File: config.mk
export PLATFORM = sky130hd
export DESIGN_NAME = burst_send_ctrl
export DESIGN_NICKNAME = d
export VERILOG_FILES = /design/src/rtl/median_send_pkg.sv /design/src/rtl/burst_beat_counter.sv /design/src/rtl/burst_send_ctrl.sv
export SDC_FILE = /design/constraint.sdc
export NUM_CORES = 1
export LEC_CHECK = 0
export CELL_PAD_IN_SITES_DETAIL_PLACEMENT = 1
export CELL_PAD_IN_SITES_GLOBAL_PLACEMENT = 2
export CORE_AREA = 10 10 141 143
export CTS_CLUSTER_SIZE = 8
export DETAILED_ROUTE_END_ITERATION = 10
export DIE_AREA = 0 0 151 153
export PLACE_DENSITY = 0.84
export RECOVER_POWER = 50
export SLEW_MARGIN = 20
export SYNTH_ARGS = -nofsm -noshare
export SYNTH_HDL_FRONTEND = slang
export SYNTH_SLANG_ARGS = --single-unit
File: constraint.sdc
create_clock -name clk -period 2.3 [get_ports clk]
set_clock_uncertainty 0.1 [all_clocks]
set_input_delay 0.46 -clock clk [delete_from_list [all_inputs] [get_ports clk]]
set_output_delay 0.46 -clock clk [all_outputs]
set_load 0.01 [all_outputs]
File: src/rtl/median_send_pkg.sv
// Shared types and helpers for the median operator burst sender.
package median_send_pkg;

    typedef enum logic [1:0] {
        ST_IDLE = 2'd0,
        ST_HEAD = 2'd1,
        ST_BODY = 2'd2
    } state_t;

    function automatic int unsigned clamp_len(input int unsigned len, input int unsigned max);
        return (len > max) ? max : len;
    endfunction

endpackage

File: src/rtl/burst_beat_counter.sv
// Beat index counter: synchronous clear has priority over increment.
module burst_beat_counter #(
    parameter int CNT_W = 6
) (
    input  logic             clk,
    input  logic             rst_n,
    input  logic             clear,
    input  logic             inc,
    output logic [CNT_W-1:0] count
);

    logic [CNT_W-1:0] count_q;
    logic [CNT_W-1:0] count_d;

    always_comb begin
        count_d = count_q;
        if (clear) begin
            count_d = '0;
        end else if (inc) begin
            count_d = count_q + CNT_W'(1);
        end
    end

    always_ff @(posedge clk or negedge rst_n) begin
        if (!rst_n) begin
            count_q <= '0;
        end else begin
            count_q <= count_d;
        end
    end

    assign count = count_q;

endmodule

File: src/rtl/burst_send_ctrl.sv
// Burst sender: streams len pixels from the output buffer into the pixel FIFO and
// writes the side-band word group to all control FIFOs together with beat 0.
module burst_send_ctrl
    import median_send_pkg::*;
#(
    parameter int BUFF_SIZE = 32,
    parameter int CNT_W     = $clog2(BUFF_SIZE) + 1,
    parameter int PX_W      = 8,
    parameter int NUM_SIDE  = 4,
    parameter int SIDE_W    = 16
) (
    input  logic                       clk,
    input  logic                       rst_n,
    input  logic                       req_valid,
    output logic                       req_ready,
    input  logic [CNT_W-1:0]           req_len,
    input  logic [NUM_SIDE*SIDE_W-1:0] req_side,
    input  logic                       abort,
    output logic [CNT_W-1:0]           buf_addr,
    input  logic [PX_W-1:0]            buf_data,
    input  logic                       px_full,
    output logic                       px_wr,
    output logic [PX_W-1:0]            px_dout,
    input  logic [NUM_SIDE-1:0]        side_full,
    output logic [NUM_SIDE-1:0]        side_wr,
    output logic [NUM_SIDE*SIDE_W-1:0] side_dout,
    output logic                       busy,
    output logic [CNT_W-1:0]           send_count,
    output logic                       done,
    output logic                       aborted,
    output logic                       err_len,
    output logic [1:0]                 state_dbg
);

    localparam logic [CNT_W-1:0] MAX_LEN = CNT_W'(BUFF_SIZE);

    // Request handshake: a request is taken in any cycle where req_valid and
    // req_ready are both high; req_valid/req_len/req_side must hold until then.

    state_t                     state_q, state_d;
    logic [CNT_W-1:0]           len_q, len_d;
    logic [NUM_SIDE*SIDE_W-1:0] side_q, side_d;
    logic                       done_q, done_d;
    logic                       aborted_q, aborted_d;
    logic                       err_len_q, err_len_d;

    logic                       cnt_clear;
    logic                       cnt_inc;
    logic [CNT_W-1:0]           count;

    logic                       head_fire;
    logic                       body_fire;
    logic                       beat_wr;
    logic                       at_last;
    logic                       last_beat;
    logic                       ready_int;
    logic                       accept;
    logic                       len_zero;
    logic                       len_over;
    logic [CNT_W-1:0]           len_clamped;

    burst_beat_counter #(
        .CNT_W(CNT_W)
    ) u_beat_cnt (
        .clk  (clk),
        .rst_n(rst_n),
        .clear(cnt_clear),
        .inc  (cnt_inc),
        .count(count)
    );

    // len_q - 1 only matters while a burst is active, where len_q >= 1.
    assign at_last   = (count == (len_q - CNT_W'(1)));
    assign head_fire = (state_q == ST_HEAD) && !px_full && (side_full == '0) && !abort;
    assign body_fire = (state_q == ST_BODY) && !px_full && !abort;
    assign beat_wr   = head_fire || body_fire;
    assign last_beat = beat_wr && at_last;
    assign ready_int = !abort && ((state_q == ST_IDLE) || last_beat);
    assign accept    = req_valid && ready_int;

    assign len_zero    = (req_len == '0);
    assign len_over    = (req_len > MAX_LEN);
    assign len_clamped = CNT_W'(clamp_len(int'(req_len), BUFF_SIZE));

    always_comb begin
        state_d   = state_q;
        len_d     = len_q;
        side_d    = side_q;
        done_d    = 1'b0;
        aborted_d = 1'b0;
        err_len_d = 1'b0;
        cnt_clear = 1'b0;
        cnt_inc   = 1'b0;

        if (abort && (state_q != ST_IDLE)) begin
            state_d   = ST_IDLE;
            cnt_clear = 1'b1;
            aborted_d = 1'b1;
        end else begin
            if (beat_wr) begin
                if (last_beat) begin
                    done_d    = 1'b1;
                    state_d   = ST_IDLE;
                    cnt_clear = 1'b1;
                end else begin
                    state_d = ST_BODY;
                    cnt_inc = 1'b1;
                end
            end
            // Accept can only coincide with a last beat, so it overrides the return to IDLE.
            if (accept) begin
                err_len_d = len_zero || len_over;
                if (!len_zero) begin
                    state_d   = ST_HEAD;
                    cnt_clear = 1'b1;
                    len_d     = len_clamped;
                    side_d    = req_side;
                end
            end
        end
    end

    always_ff @(posedge clk or negedge rst_n) begin
        if (!rst_n) begin
            state_q   <= ST_IDLE;
            len_q     <= '0;
            side_q    <= '0;
            done_q    <= 1'b0;
            aborted_q <= 1'b0;
            err_len_q <= 1'b0;
        end else begin
            state_q   <= state_d;
            len_q     <= len_d;
            side_q    <= side_d;
            done_q    <= done_d;
            aborted_q <= aborted_d;
            err_len_q <= err_len_d;
        end
    end

    assign req_ready  = ready_int;
    assign buf_addr   = count;
    assign px_wr      = beat_wr;
    assign px_dout    = buf_data;
    assign side_wr    = {NUM_SIDE{head_fire}};
    assign side_dout  = side_q;
    assign busy       = (state_q != ST_IDLE);
    assign send_count = count;
    assign done       = done_q;
    assign aborted    = aborted_q;
    assign err_len    = err_len_q;
    assign state_dbg  = state_q;

endmodule

==> flow_summary.json <==
{
  "cts.htree.levels": 3,
  "antenna_found_initial": 0,
  "synth-simple-area-share_pct": 6.23,
  "rr_startpoint": "len_q[1]$_DFFE_PN0P_",
  "cts.path.max_buffers": 2,
  "cap_viol_max_count": 0,
  "area_growth_syn_to_layout_pct": 74.3,
  "yosys.area_share.adder_pct": 0.653,
  "num_rows": 48,
  "finalSetupViolations": 72,
  "pwr-share-clk_pct": 31.1,
  "crit_path_end_kind": "output port",
  "syn_avg_cell_area_um2": 14.3,
  "yosysUniqueCellTypes": 39,
  "synth-xor-area-share_pct": 2.28,
  "p_sw_uw": 1440,
  "root_buffer": "clkbuf_16",
  "peakVddDrop_uv": 329,
  "yosysSeqAreaShare_pct": 52.9,
  "die_width_um": 151,
  "power_uw": 5460,
  "cellLeakagePower_uw": 0.00306,
  "power_switching_share_pct": 26.4,
  "grt_pass1_vias": 3401,
  "post-route-period-util_pct": 121,
  "ys_ff_latch": 81,
  "diodes": 0,
  "dp_hpwl_mm": 9.75,
  "r2r_setup_slack_ps": -460,
  "final_cell_mix": "152 x clkdlybuf4s50_1, 80 x dfrtp_1, 68 x mux2_4",
  "ant_nets": 0,
  "synth_area_leader_cell": "dfrtp_1",
  "synthesis.nets": 357,
  "fmax_ghz": 0.358,
  "drv_slew": 0,
  "routed-via-count": 2942,
  "io_buffers": 166,
  "final_common_cell": "clkdlybuf4s50_1",
  "cp_slowest_cell": "or4_4",
  "cts.sinks": 81,
  "num_io_pins": 183,
  "design_area_um2": 6680,
  "syn_inst": 268,
  "gp_congestion": 0.779,
  "dr.first_iter.drc_count": 119,
  "cts_buffers": 9,
  "drt-vias-per-instance": 4.19,
  "yosysWarnings": 0,
  "p_seq_share_pct": 34.9,
  "clkTransAtPathRegs_ps": 60,
  "intPower_uw": 4020,
  "crit_arrival_ps": 2230,
  "drt_pass1_iterations": 4,
  "cts_tree": "yes",
  "critPathTopFamily": "simple AND/OR/NAND/NOR gates",
  "synth_top_family_by_area": "multiplexers",
  "fp.coreArea_um2": 17100,
  "slowest_delay_ps": 500,
  "clk_latency_ps": 340,
  "cp_max_fo": 2,
  "hold_class": "register to register",
  "dieArea_um2": 23100,
  "violations": "setup timing",
  "fin_util_pct": 39.2,
  "worst_slack_ps": -493,
  "avgRoutedWirePerCell_um": 19.7,
  "grt_usage_pct": 12.0,
  "hold_viol": 0,
  "drc": 0,
  "cp.required_ps": 1740,
  "worstRegToRegCells": 8,
  "hold_start": "side_dout[38]$_DFFE_PN0P_",
  "synth_compound_area_share_pct": 4.14,
  "grt_pass1_wl_mm": 21.2,
  "power.density_nw_per_um2": 817,
  "die_height_um": 153,
  "synth_top_area_share_pct": 52.9,
  "grt_max_degree": 47,
  "wirelength_mm": 13.8,
  "nNetsFinal": 561,
  "post_dp_cell_area_um2": 5870,
  "muxShareOfSynthArea_pct": 27.1,
  "status": "complete, but fails checks",
  "min_period_ps": 2790,
  "power_frac_comb_pct": 34.1,
  "initial_core_util_pct": 22.5,
  "tns_ps": -27460,
  "relSlewSlack_pct": 49.1,
  "rsz0062_at_grt": "yes",
  "critPathBufInv": 1,
  "holdWs_ps": 408,
  "r2r-end": "side_dout[23]$_DFFE_PN0P_",
  "worstSetupPathType": "register to output port",
  "path_cells": "or3_4 -> or4_4 -> and2_4 -> nor3_4 -> o21a_1 -> buf_2",
  "syn-cell-area_um2": 3830,
  "drive_above_1_share_pct": 33.8,
  "tightest_slew_ps": 763,
  "hold_end": "side_dout[38]$_DFFE_PN0P_",
  "start_kind": "register",
  "hold-path-cell-count": 1,
  "overflow": 0,
  "synthTopCellsByArea": "dfrtp_1 53%, mux2_4 26%, buf_4 3.5%"
}
timing repair:
action	CTS	global route
gates cloned	7	0
hold buffers	1	0
setup buffers	12	2
pin swaps	5	6
endpoints found under the setup margin	80	82
resized for setup	55	8
hold endpoints to repair	7	0
through the flow:
stage	setup WS (ps)	instances
floorplan	-195	268
global route	-559	702
CTS	-545	701
global placement	-742	665
detailed placement	-811	665
finish	-493	702
how the worst max path moves through the flow:
stage                    startpoint                    to  slack, ps  cells after the start
2_1_floorplan  len_q[0]$_DFFE_PN0P_  len_q[5]$_DFFE_PN0P_       -190                      7
3_3_place_gp                px_full             req_ready       -740                      6
3_5_place_dp                px_full             req_ready       -810                      6
4_1_cts        len_q[1]$_DFFE_PN0P_             req_ready       -550                      6
5_1_grt        len_q[1]$_DFFE_PN0P_             req_ready       -560                      6
6_report       len_q[1]$_DFFE_PN0P_             req_ready       -490                      6
sequential cells by signal (all words and copies together), names as in the netlist:
signal,cells
side_dout,64
len_q,6
u_beat_cnt.count,6
state_dbg,2
aborted,1
done,1
err_len,1
synth_stat cells, drive strengths merged:
master,n
a21oi,5
or3,1
inv,6
o21ai,5
nand4,1
o211a,1
nand3,4
ha,2
a41oi,1
o311a,1
xor2,3
nor3,5
o31ai,2
nor2b,5
dfrtp,81
o21ba,1
o211ai,1
nor4b,1
or2,1
nor2,8
nor4,2
a31oi,1
a211o,1
nand2b,2
nor3b,2
buf,26
clkbuf,3
or4,2
and2,2
mux2i,2
mux2,68
xnor2,7
o22ai,4
o21a,1
nand2,10
layer usage:
layer / track usage, % / up-vias / wire, µm
li1: - / 1330 / -
met1: 12.8 / 1493 / 5290
met2: 21.7 / 101 / 7370
met3: 3.45 / 18 / 901
met4: 4.31 / 0 / 244
met5: 0 / - / 0
final cells by class:
type / count / area [µm²]
fill: 1805 / 10400
timing repair buffer: 222 / 2320
sequential: 81 / 2030
multi-input combinational: 152 / 1680
tap: 225 / 282
clock buffer: 10 / 239
clock inverter: 6 / 114
inverter: 6 / 22.5
kinds of logic (layout without fill, tap and decap cells):
| kind of cell | count (synthesis) | in the layout |
|---|---|---|
| mux | 70 | 70 |
| buf+inv | 35 | 244 |
| simple gates | 46 | 46 |
| fa+ha+maj | 2 | 2 |
| xor+xnor | 10 | 10 |
| flops | 81 | 81 |
| compound gates | 24 | 24 |
power groups by stage:
stage | Clock, µW | Combinational, µW | Sequential [µW]
6_report | 1700 | 1860 | 1900
5_1_grt | 1830 | 1980 | 1940
4_1_cts | 1760 | 1890 | 1900
3_5_place_dp | 0 | 1740 | 1920
3_3_place_gp | 0 | 1700 | 1900
2_1_floorplan | 0 | 650 | 2040
No activity file was read; power rests on OpenSTA's default activity.
